$ cat config.mk
export PLATFORM = sky130hd
export DESIGN_NAME = d_sraml2axi
export DESIGN_NICKNAME = d
export VERILOG_FILES = /design/src/rtl/sraml_axi_pkg.sv /design/src/rtl/d_sraml2axi.sv
export SDC_FILE = /design/constraint.sdc
export NUM_CORES = 1
export LEC_CHECK = 0
export ABC_AREA = 1
export BUFFER_PORTS_ARGS = -buffer_cell sky130_fd_sc_hd__buf_2
export CAP_MARGIN = 20
export CORE_UTILIZATION = 35
export DETAILED_ROUTE_END_ITERATION = 16
export GPL_ROUTABILITY_DRIVEN = 0
export PLACE_DENSITY = 0.66
export SLEW_MARGIN = 25
export SYNTH_ARGS = -nofsm -noshare
export SYNTH_HDL_FRONTEND = slang
export SYNTH_SLANG_ARGS = --single-unit
export TNS_END_PERCENT = 1
$ cat constraint.sdc
create_clock -name clk -period 1.5 [get_ports clk]
set_input_delay 0.3 -clock clk [delete_from_list [all_inputs] [get_ports clk]]
set_output_delay 0.3 -clock clk [all_outputs]
set_load 0.02 [all_outputs]
$ cat src/rtl/sraml_axi_pkg.sv
// Shared definitions for the data-side SRAM-like to AXI3 bridge.
//   state_e    : bridge FSM states
//   SIZE_*     : SRAM-like transfer size encodings
//   wstrb_gen  : byte-strobe generation from transfer size and address[1:0]
package sraml_axi_pkg;

    typedef enum logic [2:0] {
        ST_IDLE    = 3'd0,
        ST_RD_ADDR = 3'd1,
        ST_RD_DATA = 3'd2,
        ST_WR      = 3'd3,
        ST_WR_RESP = 3'd4
    } state_e;

    localparam logic [1:0] SIZE_BYTE = 2'd0;
    localparam logic [1:0] SIZE_HALF = 2'd1;
    localparam logic [1:0] SIZE_WORD = 2'd2;

    // Size 3 is not a legal SRAM-like size; it falls into the word case.
    function automatic logic [3:0] wstrb_gen(input logic [1:0] size, input logic [1:0] addr_lo);
        logic [3:0] strb;
        case (size)
            SIZE_BYTE: strb = 4'b0001 << addr_lo;
            SIZE_HALF: strb = addr_lo[1] ? 4'b1100 : 4'b0011;
            default:   strb = 4'b1111;
        endcase
        return strb;
    endfunction

endpackage

$ cat src/rtl/d_sraml2axi.sv
// Data-side bridge: SRAM-like master -> AXI3 master subset, one outstanding
// transaction at a time.
//
// Optional feature: define DATA_ADDR_MAP_EN to fold kseg0/kseg1 addresses
// (addr[31:29] = 100 / 101) down to physical {3'b000, addr[28:0]}. Without
// it, addresses pass straight through.
//
// Ports:
//   clk, rst                    clock, synchronous active-high reset
//   data_req/wr/size/addr/wdata SRAM-like request side
//   data_rdata/addr_ok/data_ok  SRAM-like response side
//   ar*, r*                     AXI read address / read data channels
//   aw*, w*, b*                 AXI write address / write data / response
module d_sraml2axi
    import sraml_axi_pkg::*;
#(
    parameter int AXI_DW = 32,   // only 32 supported
    parameter int AXI_AW = 32
) (
    input  logic              clk,
    input  logic              rst,
    input  logic              data_req,
    input  logic              data_wr,
    input  logic [1:0]        data_size,
    input  logic [AXI_AW-1:0] data_addr,
    input  logic [AXI_DW-1:0] data_wdata,
    output logic [AXI_DW-1:0] data_rdata,
    output logic              data_addr_ok,
    output logic              data_data_ok,
    output logic [AXI_AW-1:0] araddr,
    output logic [2:0]        arsize,
    output logic              arvalid,
    input  logic              arready,
    input  logic [AXI_DW-1:0] rdata,
    input  logic              rvalid,
    output logic              rready,
    output logic [AXI_AW-1:0] awaddr,
    output logic [2:0]        awsize,
    output logic              awvalid,
    input  logic              awready,
    output logic [AXI_DW-1:0] wdata,
    output logic [3:0]        wstrb,
    output logic              wvalid,
    input  logic              wready,
    input  logic              bvalid,
    output logic              bready
);

    state_e              state_q, state_d;
    logic [AXI_AW-1:0]   addr_q, addr_d;
    logic [1:0]          size_q, size_d;
    logic [AXI_DW-1:0]   wdata_q, wdata_d;
    logic [AXI_DW-1:0]   rdata_q, rdata_d;
    logic                aw_done_q, aw_done_d;
    logic                w_done_q, w_done_d;
    logic                data_ok_q, data_ok_d;
    logic                aw_fin, w_fin;
    logic [AXI_AW-1:0]   axi_addr;

    // State register
    always_ff @(posedge clk) begin
        if (rst) state_q <= ST_IDLE;
        else     state_q <= state_d;
    end

    // Datapath registers; reset abandons any transaction in flight.
    always_ff @(posedge clk) begin
        if (rst) begin
            addr_q    <= '0;
            size_q    <= '0;
            wdata_q   <= '0;
            rdata_q   <= '0;
            aw_done_q <= 1'b0;
            w_done_q  <= 1'b0;
            data_ok_q <= 1'b0;
        end else begin
            addr_q    <= addr_d;
            size_q    <= size_d;
            wdata_q   <= wdata_d;
            rdata_q   <= rdata_d;
            aw_done_q <= aw_done_d;
            w_done_q  <= w_done_d;
            data_ok_q <= data_ok_d;
        end
    end

    // Next state and datapath updates. The read/write direction is captured
    // by the branch taken out of IDLE, so it needs no register of its own.
    always_comb begin
        state_d   = state_q;
        addr_d    = addr_q;
        size_d    = size_q;
        wdata_d   = wdata_q;
        rdata_d   = rdata_q;
        aw_done_d = aw_done_q;
        w_done_d  = w_done_q;
        data_ok_d = 1'b0;
        aw_fin    = aw_done_q | awready;
        w_fin     = w_done_q | wready;
        case (state_q)
            ST_IDLE: if (data_req) begin
                addr_d    = data_addr;
                size_d    = data_size;
                wdata_d   = data_wdata;
                aw_done_d = 1'b0;
                w_done_d  = 1'b0;
                state_d   = data_wr ? ST_WR : ST_RD_ADDR;
            end
            ST_RD_ADDR: if (arready) state_d = ST_RD_DATA;
            ST_RD_DATA: if (rvalid) begin
                rdata_d   = rdata;
                data_ok_d = 1'b1;
                state_d   = ST_IDLE;
            end
            // AW and W complete independently; leave only when both have.
            ST_WR: begin
                if (aw_fin && w_fin) begin
                    aw_done_d = 1'b0;
                    w_done_d  = 1'b0;
                    state_d   = ST_WR_RESP;
                end else begin
                    aw_done_d = aw_fin;
                    w_done_d  = w_fin;
                end
            end
            ST_WR_RESP: if (bvalid) begin
                data_ok_d = 1'b1;
                state_d   = ST_IDLE;
            end
            default: state_d = ST_IDLE;
        endcase
    end

    // Address presented on AR/AW
    always_comb begin
`ifdef DATA_ADDR_MAP_EN
        if (addr_q[AXI_AW-1 -: 3] == 3'b100 || addr_q[AXI_AW-1 -: 3] == 3'b101)
            axi_addr = {3'b000, addr_q[AXI_AW-4:0]};
        else
            axi_addr = addr_q;
`else
        axi_addr = addr_q;
`endif
    end

    // Outputs
    always_comb begin
        data_addr_ok = (state_q == ST_IDLE) && data_req;
        data_data_ok = data_ok_q;
        data_rdata   = rdata_q;
        araddr       = axi_addr;
        arsize       = {1'b0, size_q};
        arvalid      = (state_q == ST_RD_ADDR);
        rready       = (state_q == ST_RD_DATA);
        awaddr       = axi_addr;
        awsize       = {1'b0, size_q};
        awvalid      = (state_q == ST_WR) && !aw_done_q;
        wdata        = wdata_q;
        wstrb        = wstrb_gen(size_q, addr_q[1:0]);
        wvalid       = (state_q == ST_WR) && !w_done_q;
        bready       = (state_q == ST_WR_RESP);
    end

endmodule

==> summary.json <==
{
  "design.core.area_sq_um": 12000,
  "place_hpwl_um": 8170,
  "critical_path.startpoint_type": "flop",
  "yosys_most_used_dff": "sky130_fd_sc_hd__dfxtp_1",
  "drt-pass1-iter-count": 4,
  "crit_path_capture_type": "primary output",
  "cts_buffers": 9,
  "first_global_vias": 3720,
  "synthMostInstantiatedCell": "sky130_fd_sc_hd__nand2_1",
  "leakage_nw": 2.94,
  "final_net_count": 858,
  "syn2layout_area_growth_pct": 34.2,
  "synth_instances": 539,
  "drive_above_1_share_pct": 42.7,
  "synth_xor_xnor_area_share_pct": 0,
  "clkTransAtPathRegs_ns": 0.07,
  "synth.area.top_cells": "sky130_fd_sc_hd__dfxtp_1 (48%), sky130_fd_sc_hd__nand2_1 (11%), sky130_fd_sc_hd__nor2_1 (7.1%)",
  "ys_types": 26,
  "pin_count_of_the_biggest_net_entering_global_routing": 53,
  "critPathArrivalTime_ns": 1.20,
  "fin_cells": 903,
  "worst_hold_check_path_type": "primary input to flop",
  "placement.cell_area_sq_um": 5330,
  "yosysSeqAreaShare_pct": 48.3,
  "detail_route.drc_violations": 0,
  "synth_largest_area_cell": "sky130_fd_sc_hd__dfxtp_1",
  "synth-compound-area-share_pct": 13.5,
  "path_max_fanout": 5,
  "synth_largest_type_area_fraction_pct": 48.3,
  "grt_first_pass_wirelength_um": 18100,
  "antenna_violations_before_repair": 0,
  "insertedDiodeCount": 0,
  "worst_clock_skew_ns": 0.00588,
  "rsz0062_at_grt": "true",
  "max_cap_viols": 0,
  "ant_nets": 0,
  "cp_required_ns": 1.20,
  "post-route-util_pct": 48.2,
  "share_of_synthesized_cell_area_in_full_adder_half_adder_and_majority_cells_pct": 0,
  "starting_density_pct": 35.9,
  "count_of_input_and_output_buffers": 249,
  "setup_violations": 0,
  "initialDrtViolationCount": 218,
  "grtUsageTotal_pct": 17.9,
  "clock_sink_count": 104,
  "power.ir.vdd_worst_mv": 1.01,
  "worst_setup_path_type": "flop to primary output",
  "yosysWarningCount": 0,
  "ioPinCount": 252,
  "period_minus_slack_ns": 1.50,
  "clk_path_buf_depth": 2,
  "fillers": 1233,
  "post_synth_instance_area_sq_um": 4310,
  "ys_ff_latch": 104,
  "synth_simple_gate_area_share_pct": 23.4,
  "detail_route.wl_per_cell_um": 12.7,
  "routed_via_density": 4.58,
  "post_synthesis_mux_area_share_pct": 0,
  "power.density_nw_per_um2": 1820,
  "final_design_area_no_fill_sq_um": 5780,
  "place.detailed.instances": 879,
  "worstSkewPairLatency_ns": 0.34,
  "synth_top_cells_by_count": "sky130_fd_sc_hd__nand2_1 (129), sky130_fd_sc_hd__dfxtp_1 (104), sky130_fd_sc_hd__nor2_1 (82), sky130_fd_sc_hd__a21oi_1 (59), sky130_fd_sc_hd__buf_4 (36)",
  "post_synth_edffs": 0,
  "fmaxAchievable_mhz": 668,
  "hold_viol_final": 0,
  "holdPathStages": 3,
  "number_of_max_slew_violations_in_the_final_report": 0,
  "cts_tree": "yes",
  "die_area_sq_um": 12800,
  "timing.final.crit_share_pct": 99.9,
  "postRouteWirelength_um": 11400,
  "ys_async_sr_fraction_pct": 0,
  "die_span_in_x_um": 113,
  "pre_cts_slack_ns": 0.0216,
  "die-height_um": 113,
  "status": "completed",
  "routed-via-count": 4135,
  "fin_total_pwr_mw": 10.5,
  "ctsHtreeMaxLevel": 3,
  "num_rows": 40,
  "global_route.overflow_total": 0,
  "syn_area_per_cell_sq_um": 8.00,
  "setup_ws_ns": 0.00205,
  "cts_hold_repair.buffers": 0,
  "cts_root_buf": "sky130_fd_sc_hd__clkbuf_16",
  "synth_top_family_by_area": "simple AND/OR/NAND/NOR gates",
  "length_in_cells_of_the_worst_reg_to_reg_path": 9
}
[worst paths after layout]
| kind | slack [ns] | end | startpoint |
|---|---|---|---|
| hold / removal | 0.17 | data_rdata[24] | rdata[24] |
| hold reg to reg | 0.46 | wdata[5] | wdata[5] |
| setup / recovery | 0.002 | bready | state_q[1] |
| setup reg to reg | 0.12 | state_q[1] | state_q[1] |
[metrics by stage]
stage	setup TNS [ns]	hold WS, ns
after floorplan	0	0.435
after global placement	0	0.450
after detailed placement	0	0.452
after CTS	-0.125	0.155
after global routing	-0.222	0.171
final	0	0.173
[registers in the layout, summed over array words and instances, names as in the netlist]
name,count
data_rdata,32
wdata,32
w_done_q,1
size_q,2
state_q,3
araddr,32
aw_done_q,1
data_data_ok,1
[report_power, final]
part           internal [mW]  switching, mW  total [mW]
Clock                   1.30           1.00        2.30
Sequential              3.35          0.411        3.76
Combinational           1.60           2.87        4.47
[layout by cell type (no fill, tap or decap), types with 9 or more instances in the layout]
cell type and n:
sky130_fd_sc_hd__nand3_1 10, sky130_fd_sc_hd__inv_1 12, sky130_fd_sc_hd__a21oi_2 10, sky130_fd_sc_hd__nor2_1 79
sky130_fd_sc_hd__nand2_2 9, sky130_fd_sc_hd__dfxtp_1 98, sky130_fd_sc_hd__nand2_1 129, sky130_fd_sc_hd__buf_4 16
sky130_fd_sc_hd__buf_2 242, sky130_fd_sc_hd__o21ai_1 13, sky130_fd_sc_hd__o21ai_0 27, sky130_fd_sc_hd__a21oi_1 59
sky130_fd_sc_hd__clkbuf_16 9
[worst max-delay path: stages (launching register included)]
cell                      delay, ns
sky130_fd_sc_hd__dfxtp_4       0.37
sky130_fd_sc_hd__buf_6         0.14
sky130_fd_sc_hd__nor3_4        0.20
sky130_fd_sc_hd__buf_6         0.14
[area by class of cell]
class / count / area, sq um / share of cell area (%)
multi-input cells: 351 / 1650 / 28.4
flip-flops and latches: 104 / 2100 / 36.3
well taps: 147 / 184 / 3.18
clock inverters: 5 / 56.3 / 0.973
inverters: 17 / 78.8 / 1.36
repair buffers: 268 / 1490 / 25.7
clock buffers: 11 / 233 / 4.02
[cells by family after synthesis]
kind of cell,Yosys count
AO/OA/AOI/OAI,109
AND/OR/NAND/NOR,240
buffers and inverters,85
flip-flops,104
other,1
[routing by layer]
layer,GRT usage (%),wire (um),part of all wire [%]
met3,6.48,991,8.7
met1,21.6,4830,42
met5,0,0,0
met4,6.40,158,1.4
met2,29.5,5470,48
[timing repair]
action	CTS	global route
setup buffers	6	2
pin swaps	2	0
cloned	0	0
endpoints found under the setup margin	9	9
gates resized for setup	27	11
endpoints found under the hold margin	0	0
Note: power is estimated with default switching activity, not from simulation.
